File: src/rtl/spi_shift_engine.sv
// SPI mode-0 byte shifter: sends one of four command bytes MSB first and
// optionally captures the MISO byte clocked in during the same frame.
module spi_shift_engine #(
    parameter int         CLK_DIV   = 4,
    parameter logic [7:0] CMD_DUMMY = 8'h00,
    parameter logic [7:0] CMD_MEAS  = 8'h2D,
    parameter logic [7:0] CMD_READ  = 8'hB2,
    parameter logic [7:0] CMD_SRST  = 8'h52
) (
    input  logic       clk,
    input  logic       rst,
    input  logic       transfer,
    input  logic       receive,
    input  logic [1:0] data_select,
    input  logic       miso,
    output logic       sclk,
    output logic       mosi,
    output logic       done,
    output logic       busy,
    output logic [7:0] rx_data,
    output logic       rx_valid
);

    typedef enum logic [2:0] {IDLE, LEAD, SHIFT, TRAIL, DONE} state_t;

    localparam logic [7:0] DIV_LAST = 8'(CLK_DIV - 1);

    state_t     state, state_nx;
    logic [7:0] div_cnt, div_nx;
    logic [2:0] bit_cnt, bit_nx;
    logic [7:0] tx_sr, tx_nx;
    logic [7:0] rx_sr, rx_nx;
    logic       rx_en, rx_en_nx;
    logic       sclk_nx, mosi_nx, done_nx, busy_nx, rx_valid_nx;
    logic [7:0] rx_data_nx;
    logic [7:0] cmd_sel;
    logic       div_end;

    function automatic logic [7:0] cmd_byte(input logic [1:0] sel);
        case (sel)
            2'b00:   cmd_byte = CMD_DUMMY;
            2'b01:   cmd_byte = CMD_MEAS;
            2'b10:   cmd_byte = CMD_READ;
            default: cmd_byte = CMD_SRST;
        endcase
    endfunction

    assign cmd_sel = cmd_byte(data_select);
    assign div_end = (div_cnt == DIV_LAST);

    always_comb begin
        state_nx    = state;
        div_nx      = div_cnt;
        bit_nx      = bit_cnt;
        tx_nx       = tx_sr;
        rx_nx       = rx_sr;
        rx_en_nx    = rx_en;
        sclk_nx     = sclk;
        mosi_nx     = mosi;
        done_nx     = 1'b0;
        rx_valid_nx = 1'b0;
        rx_data_nx  = rx_data;
        case (state)
            IDLE: begin
                if (transfer) begin
                    state_nx = LEAD;
                    tx_nx    = cmd_sel;
                    rx_en_nx = receive;
                    bit_nx   = 3'd7;
                    div_nx   = 8'd0;
                    mosi_nx  = cmd_sel[7];
                end
            end
            LEAD: begin
                if (div_end) begin
                    state_nx = SHIFT;
                    div_nx   = 8'd0;
                    sclk_nx  = 1'b1;
                    rx_nx    = {rx_sr[6:0], miso};
                end else begin
                    div_nx = div_cnt + 8'd1;
                end
            end
            SHIFT: begin
                if (!div_end) begin
                    div_nx = div_cnt + 8'd1;
                end else if (sclk) begin
                    div_nx  = 8'd0;
                    sclk_nx = 1'b0;
                    // The 8th falling edge arrives with bit_cnt already 0: mosi keeps bit 0.
                    if (bit_cnt != 3'd0) begin
                        tx_nx   = {tx_sr[6:0], 1'b0};
                        mosi_nx = tx_sr[6];
                    end
                end else if (bit_cnt == 3'd0) begin
                    state_nx = TRAIL;
                    div_nx   = 8'd0;
                end else begin
                    div_nx  = 8'd0;
                    bit_nx  = bit_cnt - 3'd1;
                    sclk_nx = 1'b1;
                    rx_nx   = {rx_sr[6:0], miso};
                end
            end
            TRAIL: begin
                if (div_end) begin
                    state_nx = DONE;
                    div_nx   = 8'd0;
                    done_nx  = 1'b1;
                    if (rx_en) begin
                        rx_valid_nx = 1'b1;
                        rx_data_nx  = rx_sr;
                    end
                end else begin
                    div_nx = div_cnt + 8'd1;
                end
            end
            DONE: begin
                state_nx = IDLE;
            end
            default: begin
                state_nx = IDLE;
            end
        endcase
        busy_nx = (state_nx != IDLE);
    end

    always_ff @(posedge clk) begin
        if (rst) begin
            state    <= IDLE;
            div_cnt  <= 8'd0;
            bit_cnt  <= 3'd0;
            rx_en    <= 1'b0;
            sclk     <= 1'b0;
            mosi     <= 1'b0;
            done     <= 1'b0;
            busy     <= 1'b0;
            rx_valid <= 1'b0;
            rx_data  <= 8'h00;
        end else begin
            state    <= state_nx;
            div_cnt  <= div_nx;
            bit_cnt  <= bit_nx;
            rx_en    <= rx_en_nx;
            sclk     <= sclk_nx;
            mosi     <= mosi_nx;
            done     <= done_nx;
            busy     <= busy_nx;
            rx_valid <= rx_valid_nx;
            rx_data  <= rx_data_nx;
        end
    end

    // Shift registers carry data only; a frame always reloads them before use.
    always_ff @(posedge clk) begin
        tx_sr <= tx_nx;
        rx_sr <= rx_nx;
    end

endmodule

File: config.mk
export PLATFORM = sky130hd
export DESIGN_NAME = spi_shift_engine
export DESIGN_NICKNAME = d
export VERILOG_FILES = /design/src/rtl/spi_shift_engine.sv
export SDC_FILE = /design/constraint.sdc
export NUM_CORES = 1
export LEC_CHECK = 0
export ABC_AREA = 0
export BUFFER_PORTS_ARGS = -buffer_cell sky130_fd_sc_hd__clkbuf_2
export CAP_MARGIN = 20
export CORE_ASPECT_RATIO = 0.8
export CORE_UTILIZATION = 35
export DETAILED_ROUTE_END_ITERATION = 6
export HOLD_SLACK_MARGIN = 0.05
export PLACE_DENSITY = 0.51
export RECOVER_POWER = 100
export SLEW_MARGIN = 5
export SYNTH_ARGS = -nofsm -noshare
export SYNTH_HDL_FRONTEND = slang
export SYNTH_SLANG_ARGS = --single-unit
export TNS_END_PERCENT = 50
File: constraint.sdc
create_clock -name clk -period 2.25 [get_ports clk]
set_input_delay 0.225 -clock clk [delete_from_list [all_inputs] [get_ports clk]]
set_output_delay 0.225 -clock clk [all_outputs]
set_load 0.03 [all_outputs]
==> impl_metrics.json, run 1 <==
{
  "wirelength_um": 3570,
  "grtUsageTotal_pct": 13.5,
  "yosysMostFrequentCell": "dfxtp_1",
  "clk_latency_ns": 0.28,
  "max_freq_mhz": 480,
  "port_buffers": 19,
  "setup_viol": 0,
  "synth_top_area_share_pct": 30.1,
  "antenna_found_initial": 0,
  "postPlaceCellArea_sq_um": 2040,
  "die_w_um": 83.6,
  "hpwl_um": 2560,
  "cts_buffer_depth": 2,
  "overflow": 0,
  "syn2layout_area_growth_pct": 11.4,
  "max_stage_delay_ns": 0.50,
  "rows": 23,
  "synth-main-ff-cell": "dfxtp_1",
  "via_per_inst": 5.15,
  "worst-path-max-fanout": 8,
  "maxCapViolCount": 0,
  "cts_resized": 0,
  "die_h_um": 67.3,
  "drc": 0,
  "synth_common_cells": "28 x dfxtp_1, 16 x nor2_1, 15 x edfxtp_1",
  "hold_class": "input pin to flop",
  "final_area_sq_um": 2080,
  "first_global_vias": 1226,
  "worstPathRequired_ns": 2.23,
  "post_synth_main_area_contributors": "dfxtp_1 30%, edfxtp_1 24%, mux2i_1 4.8%",
  "cts_tree": "done",
  "core_area_sq_um": 5060,
  "dr.pass1.iters": 4,
  "num-nets-final": 214,
  "cp_top_family": "simple AND/OR/NAND/NOR gates",
  "postSynthCellCount": 177,
  "antenna_left": 0,
  "nFillCells": 519,
  "peakVddDrop_uv": 312,
  "ys_ff_latch": 43,
  "holdBufCountCts": 0,
  "fin_tns_setup_ns": 0,
  "drive_gt1_share_pct": 10.9,
  "start_util_pct": 36.8,
  "hold_violations": 0,
  "startpoint_type": "flop",
  "critPathBufInv": 0,
  "grt_pass1_wl_um": 5990,
  "power_mw": 1.40,
  "rsz0062_at_grt": "no",
  "post_cts_buffers": 0,
  "die_area_sq_um": 5620,
  "routabilityCongestion": 0.825,
  "syn_area_sq_um": 1860,
  "critPathKind": "flop to flop",
  "synthArstFlopShare_pct": 0,
  "worst_pin_slew_ns": 0.659,
  "p_leak_nw": 0.756,
  "numCtsBuffers": 5,
  "skew_ns": 0.00303,
  "wl_per_cell_um": 13.5,
  "critPathSlowestCell": "or4b_4",
  "slew_violations": 0,
  "cts.sinks": 43,
  "h-tree-depth": 2,
  "yosys.area.top_type": "dfxtp_1",
  "num_vias": 1360,
  "yosysSeqAreaShare_pct": 54.2,
  "ioPinCount": 20,
  "power_density_nw_per_um2": 673,
  "synth_enable_flop_cells": 15,
  "fin_util_pct": 41.0,
  "drtIter0Drc": 132,
  "grt_max_degree": 20,
  "r2r_slack_ns": 0.17,
  "clkSlewWorstSetupHoldPaths_ns": 0.08,
  "fin_crit_sh_pct": 92.6,
  "crit_chain": "ha_1, or4b_4, nor3_1, a31o_2",
  "max_slew_margin_pct": 56.1,
  "diodes": 0,
  "outcome": "completed",
  "cp.arrival_ns": 2.06,
  "ys_warn_count": 0,
  "syn_nets": 190,
  "root_buffer": "clkbuf_8",
  "fin_crit_ns": 2.08,
  "ys_types": 40,
  "cp-end-kind": "flop",
  "syn_avg_cell_area_sq_um": 10.5
}
==> cell type report <==
| cell class | instances | area [sq um] | share of cell area (%) |
|---|---|---|---|
| Sequential cell | 43 | 1010 | 48.7 |
| Multi-Input combinational cell | 118 | 767 | 36.9 |
| Timing Repair Buffer | 24 | 106 | 5.12 |
| Tap cell | 62 | 77.6 | 3.73 |
| Clock buffer | 7 | 76.3 | 3.67 |
| Inverter | 9 | 33.8 | 1.63 |
| Clock inverter | 1 | 5.00 | 0.241 |
==> path summary, 6_finish.rpt <==
check	from	to	cells after the start
hold / removal	miso	rx_sr[0]$_DFFE_PP_	1
setup / recovery	div_cnt[1]$_SDFFE_PP0P_	tx_sr[0]$_SDFFCE_PP0P_	4
setup reg to reg	div_cnt[1]$_SDFFE_PP0P_	tx_sr[0]$_SDFFCE_PP0P_	4
hold reg to reg	rx_sr[4]$_DFFE_PP_	rx_sr[5]$_DFFE_PP_	0
==> layer usage <==
metal	up-vias	share of wire, %	wire length [um]	global-route usage [%]
met5	-	0	0	0
met4	0	0.28	10	4.24
met3	2	6.2	223	3.67
met2	48	41	1460	18.8
met1	617	52	1870	20.0
li1	693	-	-	-
==> through the flow <==
step                hold slack (ns)  worst slack [ns]  cells
floorplan                     0.324             0.369    177
global placement              0.408             0.304    256
detailed placement            0.411             0.226    256
CTS                           0.110             0.213    264
global route                  0.109            0.0779    264
finish                        0.124             0.165    264
==> layout by cell type, fill, tap and decap left out, types with 3 or more instances in the layout <==
cell / n
nand2_1: 14
clkbuf_2: 7
nand3_1: 4
a211oi_1: 3
nor2_1: 16
inv_1: 9
nor3_1: 10
dfxtp_1: 28
ha_1: 6
mux2i_1: 9
nor4_1: 3
nor2b_1: 3
o21a_1: 3
clkbuf_1: 17
a21oi_1: 8
edfxtp_1: 15
or3_1: 4
clkbuf_8: 5
o21ai_0: 6
==> cells by family (layout without fill, tap and decap cells) <==
family	Yosys count	after routing	share of synthesized area [%]
buf+inv	16	41	3.42
xor+xnor	2	2	0.940
simple gates	67	67	19.8
fa+ha+maj	6	6	4.03
mux	10	10	5.44
flops	43	43	54.2
compound gates	33	33	12.1
==> power by group <==
group	total (mW)	internal, mW	leakage, nW	switching (mW)
clock	0.453	0.218	0.0422	0.235
sequential	0.841	0.825	0.367	0.0161
combinational	0.104	0.0396	0.346	0.0644
==> sequential cells by signal (all words and copies together), names as in the netlist <==
register  count
rx_data       8
state         3
done          1
rx_sr         8
rx_valid      1
div_cnt       8
bit_cnt       3
sclk          1
mosi          1
rx_en         1
busy          1
tx_sr         7
No activity file was read; power rests on OpenSTA's default activity.
==> run 2, diff against run 1 <==
CORE_UTILIZATION = 50   (was 35)
PLACE_DENSITY = 0.69   (was 0.51)
==> impl_metrics.json, run 2 (synthesized netlist as in run 1, its figures left out) <==
{
  "outcome": "completed",
  "p_leak_nw": 0.773,
  "core_area_sq_um": 3490,
  "start_util_pct": 53.3,
  "cp-end-kind": "flop",
  "final_area_sq_um": 2120,
  "antenna_found_initial": 0,
  "hold_violations": 0,
  "grt_max_degree": 20,
  "max_stage_delay_ns": 0.53,
  "post_cts_buffers": 0,
  "reg_top3": "div_cnt (8), rx_data (8), rx_sr (8)",
  "cp_top_family": "simple AND/OR/NAND/NOR gates",
  "cp_num_cells": 6,
  "fin_tns_setup_ns": 0,
  "drc": 0,
  "fin_crit_ns": 2.06,
  "grt_pass1_wl_um": 6080,
  "setup_viol": 0,
  "startpoint_type": "flop",
  "clkSlewWorstSetupHoldPaths_ns": 0.08,
  "syn2layout_area_growth_pct": 13.8,
  "drtIter0Drc": 61,
  "final_common_cell": "dfxtp_1",
  "rows": 19,
  "cp.arrival_ns": 2.27,
  "dr.pass1.iters": 4,
  "slew_violations": 0,
  "ioPinCount": 20,
  "skew_ns": 0.00576,
  "h-tree-depth": 2,
  "overflow": 0,
  "cts_tree": "done",
  "die_w_um": 70.3,
  "critPathSlowestCell": "or4b_4",
  "hold_class": "input pin to flop",
  "multi_input_area_sq_um": 790,
  "final-seq-area_sq_um": 1010,
  "postPlaceCellArea_sq_um": 2010,
  "worstPathRequired_ns": 2.46,
  "die_area_sq_um": 3980,
  "critPathKind": "flop to flop",
  "worst-path-max-fanout": 6,
  "grtUsageTotal_pct": 19.5,
  "max_freq_mhz": 485,
  "max_slew_margin_pct": 59.8,
  "nFillCells": 281,
  "drive_gt1_share_pct": 11.9,
  "numCtsBuffers": 5,
  "die_h_um": 56.6,
  "routabilityCongestion": 0.823,
  "power_density_nw_per_um2": 778,
  "holdBufCountCts": 0,
  "fin_crit_sh_pct": 91.6,
  "r2r_slack_ns": 0.19,
  "antenna_left": 0,
  "num_vias": 1374,
  "diodes": 0,
  "wirelength_um": 3430,
  "rsz0062_at_grt": "no",
  "cts_resized": 0,
  "first_global_vias": 1342,
  "root_buffer": "clkbuf_8",
  "hpwl_um": 2420,
  "crit_chain": "ha_1, or4b_4, nor3_4, clkbuf_1, a211oi_1, a311oi_1",
  "worst_r2r_path_depth": 6,
  "port_buffers": 19,
  "maxCapViolCount": 0,
  "hold_depth": 1,
  "worst_pin_slew_ns": 0.602,
  "critPathBufInv": 1,
  "peakVddDrop_uv": 377,
  "cts.sinks": 43,
  "clk_latency_ns": 0.29,
  "hold_ws_ns": 0.0998,
  "num-nets-final": 213,
  "wl_per_cell_um": 14.1,
  "mostFrequentLayoutCells": "28 x dfxtp_1, 16 x nor2_1, 16 x clkbuf_1, 15 x edfxtp_1, 14 x nand2_1",
  "via_per_inst": 5.65,
  "cts_buffer_depth": 2
}
[run 2: layer usage]
layer  track usage (%)  vias to the layer above  wire, um
met5                 0                        -         0
li1                  -                      686         -
met3              5.57                        5       152
met2              30.3                       32      1520
met4              6.57                        0        36
met1              26.2                      651      1720
[run 2: power breakdown]
group / switching, mW / internal [mW]
combinational: 0.0661 / 0.0393
clock: 0.262 / 0.442
sequential: 0.0161 / 0.825
total: 0.344 / 1.31
[run 2: path summary, 6_finish.rpt]
check / from / end
worst min register to register: rx_sr[6]$_DFFE_PP_ / rx_sr[7]$_DFFE_PP_
worst max-delay path: div_cnt[0]$_SDFFE_PP0P_ / bit_cnt[1]$_SDFFE_PP0P_
worst min-delay path: miso / rx_sr[0]$_DFFE_PP_
worst max register to register: div_cnt[0]$_SDFFE_PP0P_ / bit_cnt[1]$_SDFFE_PP0P_
[run 2: metrics by stage]
stage / total power [mW] / setup slack [ns] / util [%] / std cells
after floorplan: 0.934 / 0.369 / - / 177
after global placement: 0.956 / 0.251 / 57.6 / 235
after detailed placement: 0.962 / 0.221 / 57.6 / 235
after CTS: 1.66 / 0.194 / 61.5 / 243
after global routing: 1.71 / 0.0445 / 60.7 / 243
final: 1.65 / 0.189 / 60.7 / 243
[run 2: final cells by class]
cell class                 instances  area share [%]
sequential                        43            47.7
multi-input combinational        118            37.2
timing repair buffer              23            4.60
clock buffer                       5            3.24
clock inverter                     3            3.19
tap                               42            2.48
inverter                           9            1.59
